File: src/rtl/uart_pkg.sv
// uart_pkg: shared state encoding and sizing helpers for the UART transmit arbiter
package uart_pkg;

    localparam logic [1:0] ST_IDLE      = 2'd0;
    localparam logic [1:0] ST_ISSUE     = 2'd1;
    localparam logic [1:0] ST_WAIT_BUSY = 2'd2;
    localparam logic [1:0] ST_WAIT_DONE = 2'd3;

    localparam int DEFAULT_DIV_W = 16;

    typedef enum logic [1:0] {
        IDLE      = ST_IDLE,
        ISSUE     = ST_ISSUE,
        WAIT_BUSY = ST_WAIT_BUSY,
        WAIT_DONE = ST_WAIT_DONE
    } state_t;

    function automatic int id_width(input int n);
        return (n < 2) ? 1 : $clog2(n);
    endfunction

endpackage

File: src/rtl/uart_rr_picker.sv
// uart_rr_picker: combinational round-robin winner search starting after the last grant
module uart_rr_picker
    import uart_pkg::*;
#(
    parameter int NUM_REQUESTERS = 4,
    parameter int ID_W           = id_width(NUM_REQUESTERS)
) (
    input  logic [NUM_REQUESTERS-1:0] i_valid,
    input  logic [ID_W-1:0]           i_last,
    output logic [ID_W-1:0]           o_winner,
    output logic                      o_any
);

    logic [ID_W-1:0] w_idx;

    assign o_any = |i_valid;

    // Walk offsets from farthest to nearest so the nearest valid index after i_last wins.
    always_comb begin
        o_winner = '0;
        w_idx    = '0;
        for (int k = NUM_REQUESTERS; k >= 1; k--) begin
            w_idx    = ID_W'((int'(i_last) + k) % NUM_REQUESTERS);
            o_winner = i_valid[w_idx] ? w_idx : o_winner;
        end
    end

endmodule

File: src/rtl/uart_tx_arbiter.sv
// uart_tx_arbiter: round-robin sharing of one UartTx between several byte producers,
// issuing single-cycle write pulses and tracking packet completion through tx_busy_i.
module uart_tx_arbiter
    import uart_pkg::*;
#(
    parameter int NUM_REQUESTERS      = 4,
    parameter int CLOCK_DIVIDER_WIDTH = DEFAULT_DIV_W,
    parameter int BUSY_TIMEOUT        = 4
) (
    input  logic                                 clock_i,
    input  logic                                 reset_i,
    input  logic [NUM_REQUESTERS-1:0]            req_valid_i,
    input  logic [8*NUM_REQUESTERS-1:0]          req_data_i,
    output logic [NUM_REQUESTERS-1:0]            req_ready_o,
    input  logic                                 cfg_two_stop_bits_i,
    input  logic                                 cfg_parity_bit_i,
    input  logic                                 cfg_parity_even_i,
    input  logic [CLOCK_DIVIDER_WIDTH-1:0]       cfg_clock_divider_i,
    output logic                                 tx_write_o,
    output logic [7:0]                           tx_data_o,
    output logic                                 tx_two_stop_bits_o,
    output logic                                 tx_parity_bit_o,
    output logic                                 tx_parity_even_o,
    output logic [CLOCK_DIVIDER_WIDTH-1:0]       tx_clock_divider_o,
    input  logic                                 tx_busy_i,
    output logic [id_width(NUM_REQUESTERS)-1:0]  grant_id_o,
    output logic                                 done_o,
    output logic                                 error_o
);

    localparam int ID_W  = id_width(NUM_REQUESTERS);
    localparam int CNT_W = id_width(BUSY_TIMEOUT + 1);

    state_t                         r_state;
    logic [ID_W-1:0]                r_last;
    logic [CNT_W-1:0]               r_cnt;
    logic                           r_write;
    logic [7:0]                     r_data;
    logic                           r_two_stop;
    logic                           r_parity;
    logic                           r_parity_even;
    logic [CLOCK_DIVIDER_WIDTH-1:0] r_div;
    logic [ID_W-1:0]                r_grant_id;
    logic                           r_done;
    logic                           r_error;

    logic [ID_W-1:0]                w_winner;
    logic                           w_any;
    logic                           w_grant;

    uart_rr_picker #(
        .NUM_REQUESTERS (NUM_REQUESTERS),
        .ID_W           (ID_W)
    ) u_picker (
        .i_valid  (req_valid_i),
        .i_last   (r_last),
        .o_winner (w_winner),
        .o_any    (w_any)
    );

    // Ready is only offered while idle and the transmitter is free, never during reset.
    assign w_grant     = (r_state == IDLE) && !tx_busy_i && w_any && !reset_i;
    assign req_ready_o = w_grant ? (NUM_REQUESTERS'(1) << w_winner) : '0;

    assign tx_write_o         = r_write;
    assign tx_data_o          = r_data;
    assign tx_two_stop_bits_o = r_two_stop;
    assign tx_parity_bit_o    = r_parity;
    assign tx_parity_even_o   = r_parity_even;
    assign tx_clock_divider_o = r_div;
    assign grant_id_o         = r_grant_id;
    assign done_o             = r_done;
    assign error_o            = r_error;

    always_ff @(posedge clock_i) begin
        if (reset_i) begin
            r_state       <= IDLE;
            r_last        <= ID_W'(NUM_REQUESTERS - 1);
            r_cnt         <= '0;
            r_write       <= 1'b0;
            r_data        <= '0;
            r_two_stop    <= 1'b0;
            r_parity      <= 1'b0;
            r_parity_even <= 1'b0;
            r_div         <= '0;
            r_grant_id    <= '0;
            r_done        <= 1'b0;
            r_error       <= 1'b0;
        end else begin
            r_write <= 1'b0;
            r_done  <= 1'b0;
            r_error <= 1'b0;
            case (r_state)
                IDLE: begin
                    if (w_grant) begin
                        r_data        <= req_data_i[{w_winner, 3'b000} +: 8];
                        r_two_stop    <= cfg_two_stop_bits_i;
                        r_parity      <= cfg_parity_bit_i;
                        r_parity_even <= cfg_parity_even_i;
                        r_div         <= cfg_clock_divider_i;
                        r_grant_id    <= w_winner;
                        r_last        <= w_winner;
                        r_write       <= 1'b1;
                        r_state       <= ISSUE;
                    end
                end
                ISSUE: begin
                    r_cnt   <= '0;
                    r_state <= WAIT_BUSY;
                end
                WAIT_BUSY: begin
                    if (tx_busy_i) begin
                        r_state <= WAIT_DONE;
                    end else if (r_cnt == CNT_W'(BUSY_TIMEOUT - 1)) begin
                        r_error <= 1'b1;
                        r_state <= IDLE;
                    end else begin
                        r_cnt <= r_cnt + 1'b1;
                    end
                end
                WAIT_DONE: begin
                    if (!tx_busy_i) begin
                        r_done  <= 1'b1;
                        r_state <= IDLE;
                    end
                end
                default: r_state <= IDLE;
            endcase
        end
    end

endmodule
File: config.mk
export PLATFORM = sky130hd
export DESIGN_NAME = uart_tx_arbiter
export DESIGN_NICKNAME = d
export VERILOG_FILES = /design/src/rtl/uart_pkg.sv /design/src/rtl/uart_rr_picker.sv /design/src/rtl/uart_tx_arbiter.sv
export SDC_FILE = /design/constraint.sdc
export NUM_CORES = 1
export LEC_CHECK = 0
export CORE_MARGIN = 10
export CORE_UTILIZATION = 40
export DETAILED_ROUTE_END_ITERATION = 16
export HOLD_SLACK_MARGIN = 0.08
export PLACE_DENSITY = 0.79
export REMOVE_ABC_BUFFERS = 1
export SLEW_MARGIN = 0
export SYNTH_ARGS = -nofsm -noshare
export SYNTH_HDL_FRONTEND = slang
export SYNTH_SLANG_ARGS = --single-unit
File: constraint.sdc
create_clock -name clock_i -period 2 [get_ports clock_i]
set_input_delay 0.3 -clock clock_i [delete_from_list [all_inputs] [get_ports clock_i]]
set_output_delay 0.3 -clock clock_i [all_outputs]
set_load 0.1 [all_outputs]
; ---- Word-level counts from Yosys, hierarchy flattened
; Cells that the tools add are included.
[classes]
muxes = 24
n_shift = 2
n_eq_ne = 9
n_reduce_logical = 14
n_addsub = 5
bitwise = 3
order_cmp = 4
[ops]
columns = op, n
row1 = 32-bit by 6-bit variable part select with 8-bit output, 1
row2 = 2-bit 2-to-1 mux, 8
row3 = 2-bit by 3-bit less-than comparator with 1-bit output (second input constant), 4
row4 = 1-bit binary-select mux with 2-bit select, 4
row5 = 2-bit inequality test (second input constant), 4
row6 = 2-bit case mux with 4 select lines, 1
row7 = 1-bit 2-to-1 mux, 7
row8 = 3-bit 2-to-1 mux, 2
row9 = 3-bit case mux with 2 select lines, 1
row10 = 3-bit AND reduction, 2
row11 = 2-bit by 1-bit adder with 2-bit output (second input constant), 2
row12 = 2-bit adder (second input constant), 2
row13 = 2-bit equality test (second input constant), 2
row14 = 4-bit 2-to-1 mux, 1
row15 = 2-bit OR reduction, 2
row16 = 4-bit OR reduction, 1
row17 = 1-bit by 2-bit left shift with 4-bit output (first input constant), 1
row18 = 3-bit by 1-bit adder with 3-bit output (second input constant), 1
row19 = 3-bit by 2-bit equality test with 1-bit output (second input constant), 1
row20 = 1-bit logical AND, 3
row21 = 3-bit inequality test (second input constant), 1
row22 = 1-bit inverter, 3
row23 = 3-bit OR reduction, 1
row24 = 2-bit by 1-bit equality test with 1-bit output (second input constant), 1
row25 = 4 further kinds, 5
[totals]
out_inout_bits = 36
regBits = 39
wordCells = 73

; ---- Longest topological paths before layout
; Gate-level depths: netlist (run 1).
[depth]
depth_word = 9
depth_mapped = 8
depth_no_buf = 7

; ---- Modules after synthesis
; Synthesis (run 1) repeated with hierarchy kept, for this count alone.
[unflattened]
cells_unflattened = 196
hier_area_um2 = 1836.8
[modules_own_cells]
columns = module, cells_per_inst, instances, area_per_inst_um2, seq_area_each_um2
row1 = uart_tx_arbiter, 182, 1, 1745.4, 780.7
row2 = uart_rr_picker, 14, 1, 91.3, 0.0

; ---- Worst setup path after synthesis (run 1)
; OpenSTA, ideal clock, no wires.
[synth_path]
kind = register to output
start = register r_last[1]
end = output port req_ready_o[0]
arrival_ns = 2.554
slack_ns = -0.854
n_path_buf = 3
path_stages_with_launch = 8
cell_sequence = dfxtp_1 > buf_6 > mux2i_1 > o22ai_4 > a21o_1 > buf_6 > buf_8 > nor2_1
[synth_between]
elab_chain_cells = 9
[synth_rtl]
columns = element, line
row1 = start: declaration, uart_tx_arbiter.sv:35  ; logic [ID_W-1:0] r_last;
row2 = start signal: assignment, uart_tx_arbiter.sv:78  ; r_last <= ID_W'(NUM_REQUESTERS - 1);
row3 = start signal: assignment, uart_tx_arbiter.sv:102  ; r_last <= w_winner;
row4 = 2-bit by 1-bit adder with 2-bit output, uart_rr_picker.sv:23  ; w_idx = ID_W'((int'(i_last) + k) % NUM_REQUESTERS);
row5 = 1-bit binary-select mux with 2-bit select, uart_rr_picker.sv:24  ; o_winner = i_valid[w_idx] ? w_idx : o_winner;
row6 = 1-bit 2-to-1 mux (implied by the code), uart_rr_picker.sv:24
row7 = 2-bit 2-to-1 mux (3 in a row), uart_rr_picker.sv:24
row8 = 2-bit 2-to-1 mux (*), uart_rr_picker.sv:24
row9 = 1-bit by 2-bit left shift with 4-bit output (*), uart_tx_arbiter.sv:63  ; assign req_ready_o = w_grant ? (NUM_REQUESTERS'(1) << w_winner) : '0;
row10 = 4-bit 2-to-1 mux (*), uart_tx_arbiter.sv:63
row11 = end: declaration, uart_tx_arbiter.sv:14  ; output logic [NUM_REQUESTERS-1:0] req_ready_o,
; Mark *: on every way between the ends. The rest lies on a longest branch, timed or not. The select of a mux whose other input is x is not followed.

; ---- Final worst setup path (run 1)
[layout_path]
start = register r_last[1]
end = output port req_ready_o[2]
; Same word-level chain as after synthesis.

==> reports/metrics.yaml, run 1 <==
cp.arrival_ns: 1.67
whs_ns: 0.457
die-area_mm2: 0.00785
syn_avg_cell_area_um2: 8.52
ant_nets: 0
first_pass_iters: 6
cts.hold.buffers_added: 0
pin_count: 94
gp_congestion: 0.813
critPathTopFamily: "buffers and inverters"
vias_per_cell: 4.98
path_cells: "buf_4, nor2b_2, o21ai_2, buf_4, a21oi_4, and2_4, buf_12"
outcome: "complete, no violations"
start_util: 0.424
tightest_slew_ns: 0.382
fin_crit_ns: 1.97
dpl.hpwl_um: 4700
worstSetupEndpointType: "primary output"
ir_worst_vdd_mv: 0.420
clockRootBuffer: "clkbuf_8"
grt_max_degree: 38
cts.reportedPaths.clkPinSlew_ns: 0.08
grt_antenna_before_repair: 0
path_common_cell: "buf_4"
startpoint_type: "flop"
yosys_warnings: 0
grt_use_total: 0.154
syn_inst: 221
p_per_area_mw_per_mm2: 759
seq_area_frac_synth: 0.415
ys.flop_type: "dfxtp_1"
vias: 1939
insertion_delay_ns: 0.29
slowest_delay_ns: 0.35
first_global_vias: 1866
drt_wl_total_um: 6220
worst-path-buf-inv: 3
critPathKind: "reg2out"
area_delta_synth_final_pct: 66.6
finalMaxSlewViolations: 0
cts_buffers: 5
finalHoldViolations: 0
synth.distinct_cells: 39
final_util: 0.706
leakage_nw: 1.33
synth_area_mm2: 0.00188
crit_required_ns: 1.70
post-route-period-util: 0.986
drive_gt1_frac: 0.329
setup_violations: 0
hp-class: "reg2reg"
chipWidth_um: 88.6
drtIter0Drc: 97
rows: 24
fin_nets: 396
drc: 0
crit_fanout: 4
diodes: 0
grt_first_pass_wirelength_um: 9520
timing.setup.tns_ns: 0
clkSinkCount: 39
die_h_um: 88.6
grt_remaining_overflow: 0
drv_cap: 0
core_area_mm2: 0.00444
synth-seq-cells: 39
finalWorstSetupSlack_ns: 0.0288
cts_buffer_depth: 2
max_freq_ghz: 0.507
wl_per_cell_um: 16.0
synthArstFlopShare: 0
skew_ns: 0.00463
htree_num_levels: 2
crit_slowest_cell: "dfxtp_2"
synth_edf_count: 0
cts_tree: "yes"
io_buffers: 93
rsz0062_at_grt: "yes"
slew_headroom: 0.745
place_ws_ns: -0.242
metal layers:
| metal | track usage | vias up | wire length (um) |
|---|---|---|---|
| li1 | - | 994 | - |
| met5 | 0 | - | 0 |
| met3 | 0.0285 | 9 | 288 |
| met4 | 0.0675 | 0 | 140 |
| met2 | 0.280 | 39 | 3350 |
| met1 | 0.170 | 897 | 2440 |
logic make-up after synthesis:
group | synth area share
and+or+nand+nor | 0.202
muxes | 0.00532
AOI/OAI and AO/OA | 0.290
DFF | 0.415
adders and majority gates | 0.0133
buffers and inverters | 0.0751
power by group:
group / total, mW / leakage [nW] / switching [mW] / internal, mW
Sequential: 0.854 / 0.319 / 0.0297 / 0.824
Combinational: 0.871 / 0.948 / 0.548 / 0.322
Clock: 0.656 / 0.0581 / 0.285 / 0.371
synthesized netlist by cell type, types with 3 or more instances:
library cell	instances	area, um2
a311oi_2	8	120
inv_1	11	41.3
nand2_2	8	50.1
o21bai_1	8	60.1
buf_2	5	25.0
a211oi_1	17	128
dfxtp_1	39	781
nor2_1	9	33.8
nand2_1	50	188
a21oi_1	25	125
and2_1	3	18.8
clkbuf_1	6	22.5
placed cells by master (no fill, tap or decap), types with 2 or more instances in the layout:
master / synthesis / final
buf_4: 1 / 62
clkdlybuf4s50_1: 0 / 51
nand2_1: 50 / 50
dfxtp_1: 39 / 36
a21oi_1: 25 / 25
a211oi_1: 17 / 17
inv_1: 11 / 11
nand2_2: 8 / 8
o21bai_1: 8 / 8
a311oi_2: 8 / 8
nor2_1: 9 / 7
dlygate4sd2_1: 0 / 6
clkbuf_8: 0 / 5
buf_12: 0 / 4
o21ai_2: 1 / 2
and2_4: 0 / 2
nor2_2: 0 / 2
nand3_1: 2 / 2
ha_1: 2 / 2
dfxtp_2: 0 / 2
state kept, by name (all words and copies together) (netlist names):
| signal | flops |
|---|---|
| tx_clock_divider_o | 16 |
| tx_data_o | 8 |
| r_cnt | 3 |
| grant_id_o | 2 |
| r_last | 2 |
| r_state | 2 |
| done_o | 1 |
| error_o | 1 |
| tx_parity_bit_o | 1 |
| tx_parity_even_o | 1 |
| tx_two_stop_bits_o | 1 |
| tx_write_o | 1 |
path summary, 6_finish.rpt:
path | startpoint | to | slack (ns) | cells after the start
worst max-delay path | r_last[1]$_SDFFE_PP1P_ | req_ready_o[2] | 0.03 | 7
worst min-delay path | tx_clock_divider_o[4]$_SDFFE_PP0P_ | tx_clock_divider_o[4]$_SDFFE_PP0P_ | 0.46 | 2
worst min register to register | tx_clock_divider_o[4]$_SDFFE_PP0P_ | tx_clock_divider_o[4]$_SDFFE_PP0P_ | 0.46 | 2
worst max register to register | r_last[1]$_SDFFE_PP1P_ | tx_data_o[1]$_SDFFE_PP0P_ | 0.16 | 7
timing repair:
item / in CTS / in global routing
gates resized for setup: 15 / 7
pin swaps: 5 / 4
setup buffers: 2 / 4
endpoints found under the setup margin: 4 / 4
per-stage QoR:
stage	power [mW]	cell area, um2	cells
2_1_floorplan	1.37	1790	206
3_3_place_gp	1.69	2930	375
3_5_place_dp	1.70	2930	375
4_1_cts	2.38	3090	385
5_1_grt	2.49	3140	389
6_report	2.38	3140	389
tightest hold or removal path, delay by kind of cell (launching register included):
kind	cells	cell delay, ns
AOI/OAI and AO/OA	1	0.05
DFF	1	0.31
and+or+nand+nor	1	0.05
layout make-up:
class	instances	area (um2)
Multi-Input combinational cell	154	1010
Clock inverter	3	43.8
Timing Repair Buffer	123	1110
Fill cell	354	1310
Clock buffer	5	68.8
Sequential cell	39	787
Tap cell	52	65.1
Inverter	13	48.8
Power figures use the tool's default switching activity.
==> inputs of run 2 (changes only) <==
--- a/config.mk
+++ b/config.mk
@@ -5,11 +5,12 @@
 export SDC_FILE = /design/constraint.sdc
 export NUM_CORES = 1
 export LEC_CHECK = 0
+export ABC_AREA = 1
 export CORE_MARGIN = 10
-export CORE_UTILIZATION = 40
+export CORE_UTILIZATION = 41
 export DETAILED_ROUTE_END_ITERATION = 16
 export HOLD_SLACK_MARGIN = 0.08
-export PLACE_DENSITY = 0.79
+export PLACE_DENSITY = 0.8
 export REMOVE_ABC_BUFFERS = 1
 export SLEW_MARGIN = 0
 export SYNTH_ARGS = -nofsm -noshare
==> run 2 against run 1 <==
- the flow now finishes with violations (setup timing)
- die area increased by 1.5%
- cell area up 4.0%
- combinational power grew to 3.3 times the previous value
- hold slack is essentially flat
- sequential share of layout area down 0.92 points
- clock power rose by 7.2%
- global-route usage increased by 0.15 points
- core utilization decreased by 1.1 points
- via count up 14%
- sequential power grew 14%
- count of clock-buffer cells in the layout up 1
- total power is 93% higher
==> reports/metrics.yaml, run 2 <==
post-synth-top-count-cell: "nand2_1"
syn_inst: 294  # +33%
rsz0062_at_grt: "yes"
p_per_area_mw_per_mm2: 1410  # +85%
io_buffers: 93  # unchanged
rr_startpoint: "r_last[0]$_SDFFE_PP1P_"
synth-seq-cells: 39  # unchanged
placed_area_mm2: 0.00298  # +1.8%
setup_violations: 4  # +4
r2r_slack_ns: 0.12  # -0.04 ns
instances_no_fill: 457  # +17%
wl_met2_um: 3300  # -1.6%
cp.arrival_ns: 1.86  # +0.19 ns
yosys_warnings: 0  # unchanged
fin_crit_ns: 2.16  # +0.192 ns
drive_gt1_frac: 0.253  # -0.0763
first_global_vias: 2123  # +14%
final_util: 0.695  # -0.0106
path_cells: "buf_6, nand2_1, nand2_2, nand2_2, nand2_2, nand2_2, nand2_4, nand2_8, nand2_8, inv_8, nor3_4, buf_12"
worst-path-buf-inv: 3  # unchanged
layout_common_cells: "75 x nand2_1, 53 x clkdlybuf4s50_1, 52 x buf_4"
syn_avg_cell_area_um2: 6.69  # -21%
clkSinkCount: 39  # unchanged
fin_nets: 462  # +17%
area_delta_synth_final_pct: 65.7
slew_headroom: 0.728  # -0.0168
cts_tree: "yes"
diodes: 0  # unchanged
path_common_cell: "nand2_2"
leakage_nw: 1.48  # +11%
hp-class: "reg2reg"
pin_count: 94  # unchanged
htree_num_levels: 2  # unchanged
slowest_delay_ns: 0.41  # +0.06 ns
post-route-period-util: 1.08  # +0.0958
crit_fanout: 6  # +2
min_to: "done_o$_SDFF_PP0_"
fin_area_mm2: 0.00326  # +4.0%
tightest_slew_ns: 0.407  # +0.0248 ns
synth_largest_area_cell: "dfxtp_1"
critPathKind: "reg2out"
synth_top_area_share: 0.397  # -0.0179
worstSetupEndpointType: "primary output"
grt_use_total: 0.155  # +0.00148
layout_commonest_cell: "nand2_1"
reg2reg_to: "tx_data_o[6]$_SDFFE_PP0P_"
chipWidth_um: 89.3  # +0.76%
cts_buffer_depth: 2  # unchanged
max_freq_ghz: 0.462  # -8.9%
start_util: 0.419  # -0.00424
total_power_mw: 4.59  # +93%
ant_nets: 0  # unchanged
grt_max_degree: 27  # -29%
gp_congestion: 0.891  # +9.5%
whs_ns: 0.457  # +0.000356 ns
ys.flop_type: "dfxtp_1"
top_layer: "met4"
vias_per_cell: 4.84  # -2.9%
finalWorstSetupSlack_ns: -0.163  # -0.192 ns
critPathTopFamily: "simple AND/OR/NAND/NOR gates"
cts.hold.buffers_added: 0  # unchanged
wl_met3_um: 523  # +82%
synth_edf_count: 0  # unchanged
first_pass_iters: 4  # -2
largest_register_ffs: 16  # unchanged
clockRootBuffer: "clkbuf_8"
die_h_um: 89.3  # +0.76%
drv_cap: 0  # unchanged
min_from: "r_state[1]$_SDFFE_PP0P_"
drt_wl_total_um: 6490  # +4.4%
cts.reportedPaths.clkPinSlew_ns: 0.08  # about the same
synthTopCellsByArea: "dfxtp_1 40%, nand2_1 15%, nor2_1 8.4%"
synth_area_mm2: 0.00197  # +4.5%
finalHoldViolations: 0  # unchanged
skew_ns: 0.00594  # +0.00131 ns
outcome: "finished, violations left"
finalMaxSlewViolations: 0  # unchanged
dp.cells: 444  # +18%
drc: 0  # unchanged
seq_area_frac_synth: 0.397  # -0.0179
die-area_mm2: 0.00797  # +1.5%
violations: "setup timing"
grt_remaining_overflow: 0  # unchanged
grt_antenna_before_repair: 0  # unchanged
cts_buffers: 5  # unchanged
crit_slowest_cell: "dfxtp_4"
ir_worst_vdd_mv: 0.644  # +53%
cp.depth: 12  # +5
wl_per_cell_um: 14.2  # -11%
grt_first_pass_wirelength_um: 9890  # +4.0%
worst-r2r-cell-count: 16  # +9
crit_required_ns: 1.70  # about the same
dpl.hpwl_um: 4760  # +1.2%
hold_depth: 2  # unchanged
startpoint_type: "flop"
synth_common_cells: "81 x nand2_1, 44 x nor2_1, 39 x dfxtp_1, 24 x inv_1, 22 x a21oi_1"
synthArstFlopShare: 0  # unchanged
rows: 25  # +4.2%
vias: 2213  # +14%
drtIter0Drc: 74  # -24%
synth.distinct_cells: 27  # -31%
core_area_mm2: 0.00469  # +5.6%
met1_length_um: 2560  # +4.8%
insertion_delay_ns: 0.29  # about the same
[run 2: timing repair]
item	4_1_cts	5_1_grt
buffers inserted	2	4
gates cloned	0	1
resized for setup	19	22
pin swaps	8	13
endpoints found under the setup margin	4	10
[run 2: cells by family (layout without fill, tap and decap cells)]
kind of cell | Yosys count | count (layout) | synth area share
AND/OR/NAND/NOR | 168 | 168 | 0.380
buffers and inverters | 45 | 154 | 0.102
AO/OA/AOI/OAI | 40 | 40 | 0.109
flip-flops | 39 | 39 | 0.397
adder cells (fa/ha/maj) | 2 | 2 | 0.0127
[run 2: area by class of cell]
type | instances | area (um2)
timing repair buffer | 116 | 1090
multi-input combinational | 210 | 1060
fill | 394 | 1430
inverter | 30 | 130
tap | 54 | 67.6
clock buffer | 6 | 82.6
clock inverter | 2 | 38.8
sequential | 39 | 788
[run 2: worst max path at each step]
stage	startpoint	endpoint
after global routing	r_last[0]$_SDFFE_PP1P_	req_ready_o[3]
after CTS	r_last[0]$_SDFFE_PP1P_	req_ready_o[3]
after detailed placement	req_valid_i[3]	req_ready_o[2]
after floorplan	r_last[0]$_SDFFE_PP1P_	req_ready_o[3]
final	r_last[0]$_SDFFE_PP1P_	req_ready_o[3]
after global placement	req_valid_i[3]	req_ready_o[3]
[run 2: through the flow]
stage | setup WS (ns) | setup TNS [ns]
floorplan | -1.70 | -5.21
global placement | -0.254 | -1.82
global route | -0.247 | -0.937
CTS | -0.122 | -0.363
detailed placement | -0.282 | -2.14
finish | -0.163 | -0.539
[run 2: worst register-to-register path, cell delays in order, from the launching register on]
cell	delay [ns]
dfxtp_4	0.41
buf_6	0.13
nand2_1	0.06
nand2_2	0.08
nand2_2	0.07
nand2_2	0.06
nand2_2	0.09
nand2_4	0.09
nand2_8	0.06
nand2_8	0.07
buf_4	0.15
clkbuf_16	0.15
nand2_1	0.05
nand2_1	0.06
nor2_1	0.04
nor2_1	0.15
nor2_1	0.05
[run 2: per-layer routing]
metal / track usage / up-vias
met5: 0 / -
met4: 0.0318 / 0
met3: 0.0684 / 10
met2: 0.271 / 53
met1: 0.170 / 1002
li1: - / 1148
[run 2: power by group]
part	internal, mW	switching [mW]	leakage (nW)
clock network	0.411	0.292	0.0618
registers	0.890	0.0816	0.319
logic	1.05	1.87	1.09
total	2.35	2.24	1.48
